## config.mk

```make
export PLATFORM = sky130hd
export DESIGN_NAME = mips_control_fsm
export DESIGN_NICKNAME = d
export VERILOG_FILES = /design/src/rtl/mips_ctrl_pkg.sv /design/src/rtl/alu_decoder.sv /design/src/rtl/mips_control_fsm.sv
export SDC_FILE = /design/constraint.sdc
export NUM_CORES = 1
export LEC_CHECK = 0
export CAP_MARGIN = 20
export CORE_MARGIN = 1.5
export CORE_UTILIZATION = 41
export DETAILED_ROUTE_END_ITERATION = 8
export PLACE_DENSITY = 0.81
export SYNTH_ARGS = -nofsm -noshare
export SYNTH_HDL_FRONTEND = slang
export SYNTH_SLANG_ARGS = --single-unit
```

## constraint.sdc

```tcl
create_clock -name clk -period 3.6 [get_ports clk]
set_input_delay 0.54 -clock clk [delete_from_list [all_inputs] [get_ports clk]]
set_output_delay 0.54 -clock clk [all_outputs]
set_load 0.02 [all_outputs]
```

## src/rtl/mips_ctrl_pkg.sv

```systemverilog
// Shared encodings for the multicycle MIPS controller: FSM states, opcodes,
// funct fields, ALU operation codes (also used by the ALU) and aluop selects.
package mips_ctrl_pkg;

    typedef enum logic [3:0] {
        S_FETCH  = 4'd0,
        S_DECODE = 4'd1,
        S_MEMADR = 4'd2,
        S_MEMRD  = 4'd3,
        S_MEMWB  = 4'd4,
        S_MEMWR  = 4'd5,
        S_EXEC   = 4'd6,
        S_ALUWB  = 4'd7,
        S_BRANCH = 4'd8,
        S_ADDIEX = 4'd9,
        S_ADDIWB = 4'd10,
        S_JUMP   = 4'd11
    } state_t;

    localparam logic [5:0] OP_RTYPE = 6'b000000;
    localparam logic [5:0] OP_LW    = 6'b100011;
    localparam logic [5:0] OP_SW    = 6'b101011;
    localparam logic [5:0] OP_BEQ   = 6'b000100;
    localparam logic [5:0] OP_ADDI  = 6'b001000;
    localparam logic [5:0] OP_J     = 6'b000010;

    localparam logic [5:0] FN_ADD = 6'b100000;
    localparam logic [5:0] FN_SUB = 6'b100010;
    localparam logic [5:0] FN_AND = 6'b100100;
    localparam logic [5:0] FN_OR  = 6'b100101;
    localparam logic [5:0] FN_NOR = 6'b100111;
    localparam logic [5:0] FN_XOR = 6'b100110;
    localparam logic [5:0] FN_SLT = 6'b101010;
    localparam logic [5:0] FN_SRL = 6'b000010;

    localparam logic [2:0] ALU_AND = 3'b000;
    localparam logic [2:0] ALU_OR  = 3'b001;
    localparam logic [2:0] ALU_ADD = 3'b010;
    localparam logic [2:0] ALU_XOR = 3'b011;
    localparam logic [2:0] ALU_NOR = 3'b100;
    localparam logic [2:0] ALU_SRL = 3'b101;
    localparam logic [2:0] ALU_SUB = 3'b110;
    localparam logic [2:0] ALU_SLT = 3'b111;

    localparam logic [1:0] ALUOP_ADD   = 2'b00;
    localparam logic [1:0] ALUOP_SUB   = 2'b01;
    localparam logic [1:0] ALUOP_FUNCT = 2'b10;

endpackage

```

## src/rtl/alu_decoder.sv

```systemverilog
// Combinational ALU control decoder: (aluop, funct) -> alu_ctrl.
// funct_bad flags an unrecognised funct while aluop selects funct decode.
module alu_decoder
    import mips_ctrl_pkg::*;
(
    input  logic [1:0] aluop,
    input  logic [5:0] funct,
    output logic [2:0] alu_ctrl,
    output logic       funct_bad
);

    // Unknown functs fall back to add so the writeback still produces a value.
    always_comb begin
        alu_ctrl  = ALU_ADD;
        funct_bad = 1'b0;
        case (aluop)
            ALUOP_SUB: alu_ctrl = ALU_SUB;
            ALUOP_FUNCT: begin
                case (funct)
                    FN_ADD:  alu_ctrl = ALU_ADD;
                    FN_SUB:  alu_ctrl = ALU_SUB;
                    FN_AND:  alu_ctrl = ALU_AND;
                    FN_OR:   alu_ctrl = ALU_OR;
                    FN_NOR:  alu_ctrl = ALU_NOR;
                    FN_XOR:  alu_ctrl = ALU_XOR;
                    FN_SLT:  alu_ctrl = ALU_SLT;
                    FN_SRL:  alu_ctrl = ALU_SRL;
                    default: funct_bad = 1'b1;
                endcase
            end
            default: alu_ctrl = ALU_ADD;
        endcase
    end

endmodule

```

## src/rtl/mips_control_fsm.sv

```systemverilog
// Multicycle MIPS main controller (Moore FSM). Sequences each instruction
// through fetch/decode/execute/memory/writeback and decodes datapath controls
// from the current state; only pc_en in BRANCH follows alu_zero directly.
module mips_control_fsm
    import mips_ctrl_pkg::*;
(
    input  logic       clk,
    input  logic       rst_n,
    input  logic [5:0] opcode,
    input  logic [5:0] funct,
    input  logic       alu_zero,
    output logic [2:0] alu_ctrl,
    output logic       alu_src_a,
    output logic [1:0] alu_src_b,
    output logic [1:0] pc_src,
    output logic       pc_en,
    output logic       i_or_d,
    output logic       ir_write,
    output logic       mem_write,
    output logic       reg_write,
    output logic       reg_dst,
    output logic       mem_to_reg,
    output logic       instr_done,
    output logic       illegal,
    output logic [3:0] state
);

    state_t     state_q, state_d;
    state_t     dec_state;
    logic [1:0] aluop;
    logic       funct_bad;
    logic       pc_write, branch;
    logic       ir_w, mem_w, reg_w, done, ill;

    alu_decoder u_alu_decoder (
        .aluop     (aluop),
        .funct     (funct),
        .alu_ctrl  (alu_ctrl),
        .funct_bad (funct_bad)
    );

    // Next-state selection; encodings 12-15 fall through to FETCH.
    always_comb begin
        state_d = S_FETCH;
        case (state_q)
            S_FETCH:  state_d = S_DECODE;
            S_DECODE: begin
                case (opcode)
                    OP_LW, OP_SW: state_d = S_MEMADR;
                    OP_RTYPE:     state_d = S_EXEC;
                    OP_BEQ:       state_d = S_BRANCH;
                    OP_ADDI:      state_d = S_ADDIEX;
                    OP_J:         state_d = S_JUMP;
                    default:      state_d = S_FETCH;
                endcase
            end
            S_MEMADR: state_d = (opcode == OP_LW) ? S_MEMRD : S_MEMWR;
            S_MEMRD:  state_d = S_MEMWB;
            S_EXEC:   state_d = S_ALUWB;
            S_ADDIEX: state_d = S_ADDIWB;
            default:  state_d = S_FETCH;
        endcase
    end

    // State register with synchronous active-low reset to FETCH.
    always_ff @(posedge clk) begin
        if (!rst_n) begin
            state_q <= S_FETCH;
        end else begin
            state_q <= state_d;
        end
    end

    // While in reset the datapath sees FETCH selects, so the PC path is primed.
    assign dec_state = rst_n ? state_q : S_FETCH;

    // Per-state control decode; anything not set below stays 0 / add.
    always_comb begin
        aluop      = ALUOP_ADD;
        alu_src_a  = 1'b0;
        alu_src_b  = 2'b00;
        pc_src     = 2'b00;
        i_or_d     = 1'b0;
        reg_dst    = 1'b0;
        mem_to_reg = 1'b0;
        pc_write   = 1'b0;
        branch     = 1'b0;
        ir_w       = 1'b0;
        mem_w      = 1'b0;
        reg_w      = 1'b0;
        done       = 1'b0;
        ill        = 1'b0;
        case (dec_state)
            S_FETCH: begin
                ir_w      = 1'b1;
                pc_write  = 1'b1;
                alu_src_b = 2'b01;
            end
            S_DECODE: begin
                alu_src_b = 2'b11;
                case (opcode)
                    OP_LW, OP_SW, OP_RTYPE, OP_BEQ, OP_ADDI, OP_J: ill = 1'b0;
                    default: begin
                        ill  = 1'b1;
                        done = 1'b1;
                    end
                endcase
            end
            S_MEMADR, S_ADDIEX: begin
                alu_src_a = 1'b1;
                alu_src_b = 2'b10;
            end
            S_MEMRD: i_or_d = 1'b1;
            S_MEMWB: begin
                reg_w      = 1'b1;
                mem_to_reg = 1'b1;
                done       = 1'b1;
            end
            S_MEMWR: begin
                i_or_d = 1'b1;
                mem_w  = 1'b1;
                done   = 1'b1;
            end
            S_EXEC: begin
                alu_src_a = 1'b1;
                aluop     = ALUOP_FUNCT;
                ill       = funct_bad;
            end
            S_ALUWB: begin
                reg_w   = 1'b1;
                reg_dst = 1'b1;
                done    = 1'b1;
            end
            S_BRANCH: begin
                alu_src_a = 1'b1;
                aluop     = ALUOP_SUB;
                pc_src    = 2'b01;
                branch    = 1'b1;
                done      = 1'b1;
            end
            S_ADDIWB: begin
                reg_w = 1'b1;
                done  = 1'b1;
            end
            S_JUMP: begin
                pc_src   = 2'b10;
                pc_write = 1'b1;
                done     = 1'b1;
            end
            default: begin
                aluop = ALUOP_ADD;
            end
        endcase
    end

    assign pc_en      = rst_n & (pc_write | (branch & alu_zero));
    assign ir_write   = rst_n & ir_w;
    assign mem_write  = rst_n & mem_w;
    assign reg_write  = rst_n & reg_w;
    assign instr_done = rst_n & done;
    assign illegal    = rst_n & ill;
    assign state      = state_q;

endmodule

```

==> Word-level counts from Yosys, hierarchy flattened <==
Cells that the tools add are included.
{ "totals": {"in_bits": 15, "elab_cells": 75, "ff_bits": 4} }
{ "classes": {"bitwise": 8, "reduce_logical": 12, "eq_ne": 31, "muxes": 23} }
{ "op_table": {"columns": ["op", "n"], "rows": [
  ["6-bit equality test, second input constant", 9],
  ["4-bit one-hot mux with 6 select lines", 1],
  ["3-bit one-hot mux with 7 select lines", 1],
  ["4-bit by 3-bit equality test with 1-bit output, second input constant", 5],
  ["4-bit equality test, second input constant", 5],
  ["4-bit one-hot mux with 5 select lines", 1],
  ["4-bit by 2-bit equality test with 1-bit output, second input constant", 4],
  ["6-bit by 2-bit equality test with 1-bit output, second input constant", 2],
  ["1-bit two-way mux", 12],
  ["6-bit OR reduction", 2],
  ["4-bit by 1-bit equality test with 1-bit output, second input constant", 2],
  ["4-bit logical NOT", 2],
  ["2-bit one-hot mux with 2 select lines", 2],
  ["2-bit OR reduction", 4],
  ["8-bit OR reduction", 1],
  ["1-bit AND", 7],
  ["6-bit by 3-bit equality test with 1-bit output, second input constant", 1],
  ["6-bit by 4-bit equality test with 1-bit output, second input constant", 1],
  ["6-bit logical NOT", 1],
  ["2-bit one-hot mux with 3 select lines", 1],
  ["3-bit one-hot mux with 2 select lines", 1],
  ["4-bit two-way mux", 1],
  ["1-bit one-hot mux with 2 select lines", 2],
  ["4-bit OR reduction", 1],
  ["other kinds (5)", 5]
]} }

==> Logic depth before layout (Yosys ltp) <==
{ "logic_depth": {"word_depth": 7, "mapped_depth": 8, "depth_no_buf": 7} }

==> By module <==
From an unflattened synthesis, not the netlist that was laid out.
{ "hier_totals": {"hier_cells": 109, "area_unflattened_um2": 745.7} }
{ "by_module_without_submodules": {"columns": ["mod", "n_inst", "cells_per_inst", "area_per_inst_um2"], "rows": [
  ["mips_control_fsm", 1, 82, 546.8],
  ["alu_decoder", 1, 27, 198.9]
]} }

==> Worst setup path after synthesis <==
OpenSTA, ideal clock, no wires.
{ "synth_timing": {"path_type": "reg-to-output", "startpoint": "register state_q[0], in the netlist state[0]", "endpoint": "output alu_ctrl[2]", "arrival_ns": 1.887, "path_slack_ns": 1.173, "stages_incl_launch_ff": 9, "cell_sequence": "dfxtp_1 clkbuf_1 nor2b_1 nand3_1 inv_1 ha_1 nor3b_1 nand2_1 o22ai_1"} }
{ "synth_via": {"elab_chain_len": 5, "word_cells_on_any_way": 7} }
{ "synth_rtl": {"columns": ["item", "line", "rtl"], "rows": [
  ["start, declared", "mips_control_fsm.sv:28", "state_t state_q, state_d;"],
  ["start signal, assigned", "mips_control_fsm.sv:70", "state_q <= state_d;"],
  ["4-bit two-way mux (*)", "mips_control_fsm.sv:75", "assign dec_state = rst_n ? state_q : S_FETCH;"],
  ["4-bit equality test / 4-bit by 3-bit equality test with 1-bit output (equally long branches)", "mips_control_fsm.sv:93", "case (dec_state)"],
  ["2-bit one-hot mux with 2 select lines (*)", "mips_control_fsm.sv:93", null],
  ["2-bit equality test / 2-bit by 1-bit equality test with 1-bit output (equally long branches)", "alu_decoder.sv:16", "case (aluop)"],
  ["3-bit one-hot mux with 2 select lines (*)", "alu_decoder.sv:16", null],
  ["end, declared", "mips_control_fsm.sv:12", "output logic [2:0] alu_ctrl,"]
]} }
Mark *: on every way between the ends. The rest lies on a longest branch, timed or not.

==> Worst setup path after layout <==
{ "layout_timing": {"startpoint": "input rst_n", "endpoint": "output alu_ctrl[2]"} }
{ "layout_via": {"elab_chain_len": 5, "word_cells_on_any_way": 7} }
{ "layout_rtl": {"columns": ["item", "line", "rtl"], "rows": [
  ["start, declared", "mips_control_fsm.sv:8", "input logic rst_n,"],
  ["4-bit two-way mux (*)", "mips_control_fsm.sv:75", null],
  ["4-bit equality test / 4-bit by 3-bit equality test with 1-bit output (equally long branches)", "mips_control_fsm.sv:93", null],
  ["2-bit one-hot mux with 2 select lines (*)", "mips_control_fsm.sv:93", null],
  ["2-bit equality test / 2-bit by 1-bit equality test with 1-bit output (equally long branches)", "alu_decoder.sv:16", null],
  ["3-bit one-hot mux with 2 select lines (*)", "alu_decoder.sv:16", null]
]} }
Marks and branches as above.

==> results by group <==
Logic synthesis
  • Synth cell types: 36
  • Yosys Warn Count: 0
  • Cells after Synth: around 110
  • Syn avg cell area: 6.35 µm²
  • Top FF cell, synth: dfxtp_1
  • Count of flip-flops with a built-in enable after synthesis: 0
  • Yosys reg bits: 4
  • Synth Cell Area: about 680 µm²
  • Post-synthesis async set-or-reset flop share: 0%
  • Syn_nets: 124
  • Sequential element share of the synthesized area: 11.8%

CTS
  • CTS Buffer Depth: 2
  • H-tree Lvls: 1
  • TritonCTS buffer count: 3
  • TritonCTS clock tree: yes
  • Worst skew pair latency: 240 ps
  • CTS Hold Bufs: 0
  • CTS resizes: 0
  • Clk root buf: clkbuf_4
  • Setup Buffers After CTS: 0
  • Clock slew at reported path FFs: 40 ps
  • Clock sink count: 4

Worst setup path
  • Worst Setup Start Kind: input pin
  • Critical path cell sequence: clkdlybuf4s50_1, nor2b_1, nand3_1, ha_1, nor3b_1, nand2_1, o22ai_1, clkdlybuf4s50_1
  • CP top delay family: buffers and inverters
  • Max stage delay on crit path: 630 ps
  • Max FO, Critical Path: 3
  • Worst Path Buf+Inv: 2
  • Worst setup path class: in -> out
  • CP arrival: between 2000 and 3000 ps
  • Endpoint class of the critical path: primary output
  • Required time worst endpoint: 3060 ps
  • Most frequent cell on the critical path: clkdlybuf4s50_1
  • Slowest cell on crit path: clkdlybuf4s50_1

Drt
  • Met2 routed WL: between 1 and 1.5 mm
  • Post-DRT Antenna Nets: 0
  • Total Routed Length: around 2.1 mm
  • Vias: roughly 950
  • # DRC: 0
  • Top Layer Used: met4
  • Starting DRT DRC Count: 38
  • DR pass1 iterations: 4
  • Via density per instance: 6.00
  • Routed len/inst: between 10 and 15 µm
  • Met3 wire len: 150 µm
  • Wl on met1: a little under 900 µm

Cells and area
  • Share of layout cells above drive strength 1: approximately 6.3%
  • Commonest non-fill, non-tap cells in the layout: clkdlybuf4s50_1 (35), nor3_1 (12), nor2_1 (11)
  • Area growth, synth to finish: 57.6%
  • Final core utilization: 70.3%
  • Most common cell after layout, fill and taps aside: clkdlybuf4s50_1
  • Nets@finish: roughly 160
  • Number of antenna diodes: 0
  • Largest register FFs: 4

Timing
  • Fmax: around 300 MHz
  • # setup viols final: 0
  • RSZ-0062 raised after global routing: no
  • Slew headroom: 63.8%
  • Period Utilization, post-route: between 90% and 100%
  • Clk_skew: about 3.1 ps
  • Final hold violation count: 0
  • Worst slew pin tran: approximately 540 ps
  • Final Slew Violations: 0
  • Tmin final: 3320 ps
  • TNS Setup: 0 ps

Global routing
  • Largest net degree at the start of global routing: 19
  • GRT Total Usage: around 22%
  • Vias in the first global route: just over 800
  • First-pass GRT wire length: 3.29 mm
  • Antenna violations before repair: 0
  • Congestion Overflow GR: 0

Flow run
  • Max-cap violations: 0

Floorplan
  • Die Width: around 44 µm
  • Initial Util: between 40 and 50%
  • Row cnt: 14
  • Core ar.: 1520 µm²
  • Die ar.: roughly 1900 µm²
  • Top-level I/O count: 36
  • Chip height: between 40 and 50 µm

Min path
  • Worst hold path type: reg -> reg

Power and ir drop
  • Leakage: between 0.3 and 0.4 nW
  • PwrDens: approximately 170 nW/µm²
  • VDD IR max: about 0.17 mV

Placement
  • Final Wtd Congestion: roughly 0.84
  • Post-DP HPWL: about 1.7 mm
  • Port Buf Inserts: 35

Run status
  • Status: finished, final reports clean
[kinds of logic after synthesis]
family | count (synthesis) | share of synthesized area [%]
compound gates | 28 | 27.8
xor+xnor | 4 | 5.16
fa+ha+maj | 3 | 5.16
buf+inv | 12 | 6.81
flops | 4 | 11.8
mux | 1 | 1.47
simple gates | 55 | 41.8
[metrics by stage]
step	power (mW)	instances	worst slack, ps	hold WS (ps)	instance area (µm²)
after floorplan	0.0873	107	1170	654	679
after global placement	0.127	156	359	642	1050
after detailed placement	0.128	156	286	658	1050
after CTS	0.187	159	283	670	1070
after global routing	0.193	159	126	710	1070
final	0.186	159	284	667	1070
[cell usage after synthesis, drive strengths merged, types with 2 or more instances]
cell type  number  area share [%]
a2111oi         2             2.8
nor3           12             8.8
xor2            2             2.6
nand2b          6             5.5
nand2           7             3.9
ha              2             3.7
o31ai           2             2.2
a21bo           2             2.9
nand3           5             3.7
clkbuf          3             1.7
or3             2             1.8
inv             8             4.4
nor2b           5             4.6
a21oi           7             5.2
a31oi           4             3.7
o21ai           4             2.9
xnor2           2             2.6
dfxtp           4              12
and3            2             1.8
nor2           11             6.1
o22ai           3             3.7
[where the power goes]
group	total (mW)	switching [mW]	internal [mW]
Clock	0.0576	0.0202	0.0374
Combinational	0.0777	0.0377	0.0400
Sequential	0.0505	0.00454	0.0460
Total	0.186	0.0624	0.123
[routing by layer]
layer  global-route usage, %  up-vias
li1                        -      464
met1                    29.0      439
met2                    37.9       47
met3                    1.67        4
met4                    6.67        0
met5                       0        -
[area by class of cell]
class | instances | area (µm²)
Tap cell | 16 | 20.0
Clock buffer | 3 | 22.5
Sequential cell | 4 | 80.1
Multi-Input combinational cell | 91 | 553
Inverter | 8 | 30.0
Fill cell | 130 | 453
Timing Repair Buffer | 37 | 365
[worst register-to-register path, delay by kind of cell, from the launching register on]
family | cells | cell delay, ps
AO/OA/AOI/OAI | 3 | 710
flip-flops | 1 | 650
AND/OR/NAND/NOR | 1 | 210
[path summary, 6_finish.rpt]
kind | startpoint | endpoint | slack (ps) | cells past startpoint
worst max-delay path | rst_n | alu_ctrl[2] | 280 | 8
worst min-delay path | state[2]$_SDFF_PN0_ | state[3]$_SDFF_PN0_ | 670 | 2
worst max register to register | state[1]$_SDFF_PN0_ | state[0]$_SDFF_PN0_ | 1910 | 4
worst min register to register | state[2]$_SDFF_PN0_ | state[3]$_SDFF_PN0_ | 670 | 2
No activity file was read; power rests on OpenSTA's default activity.
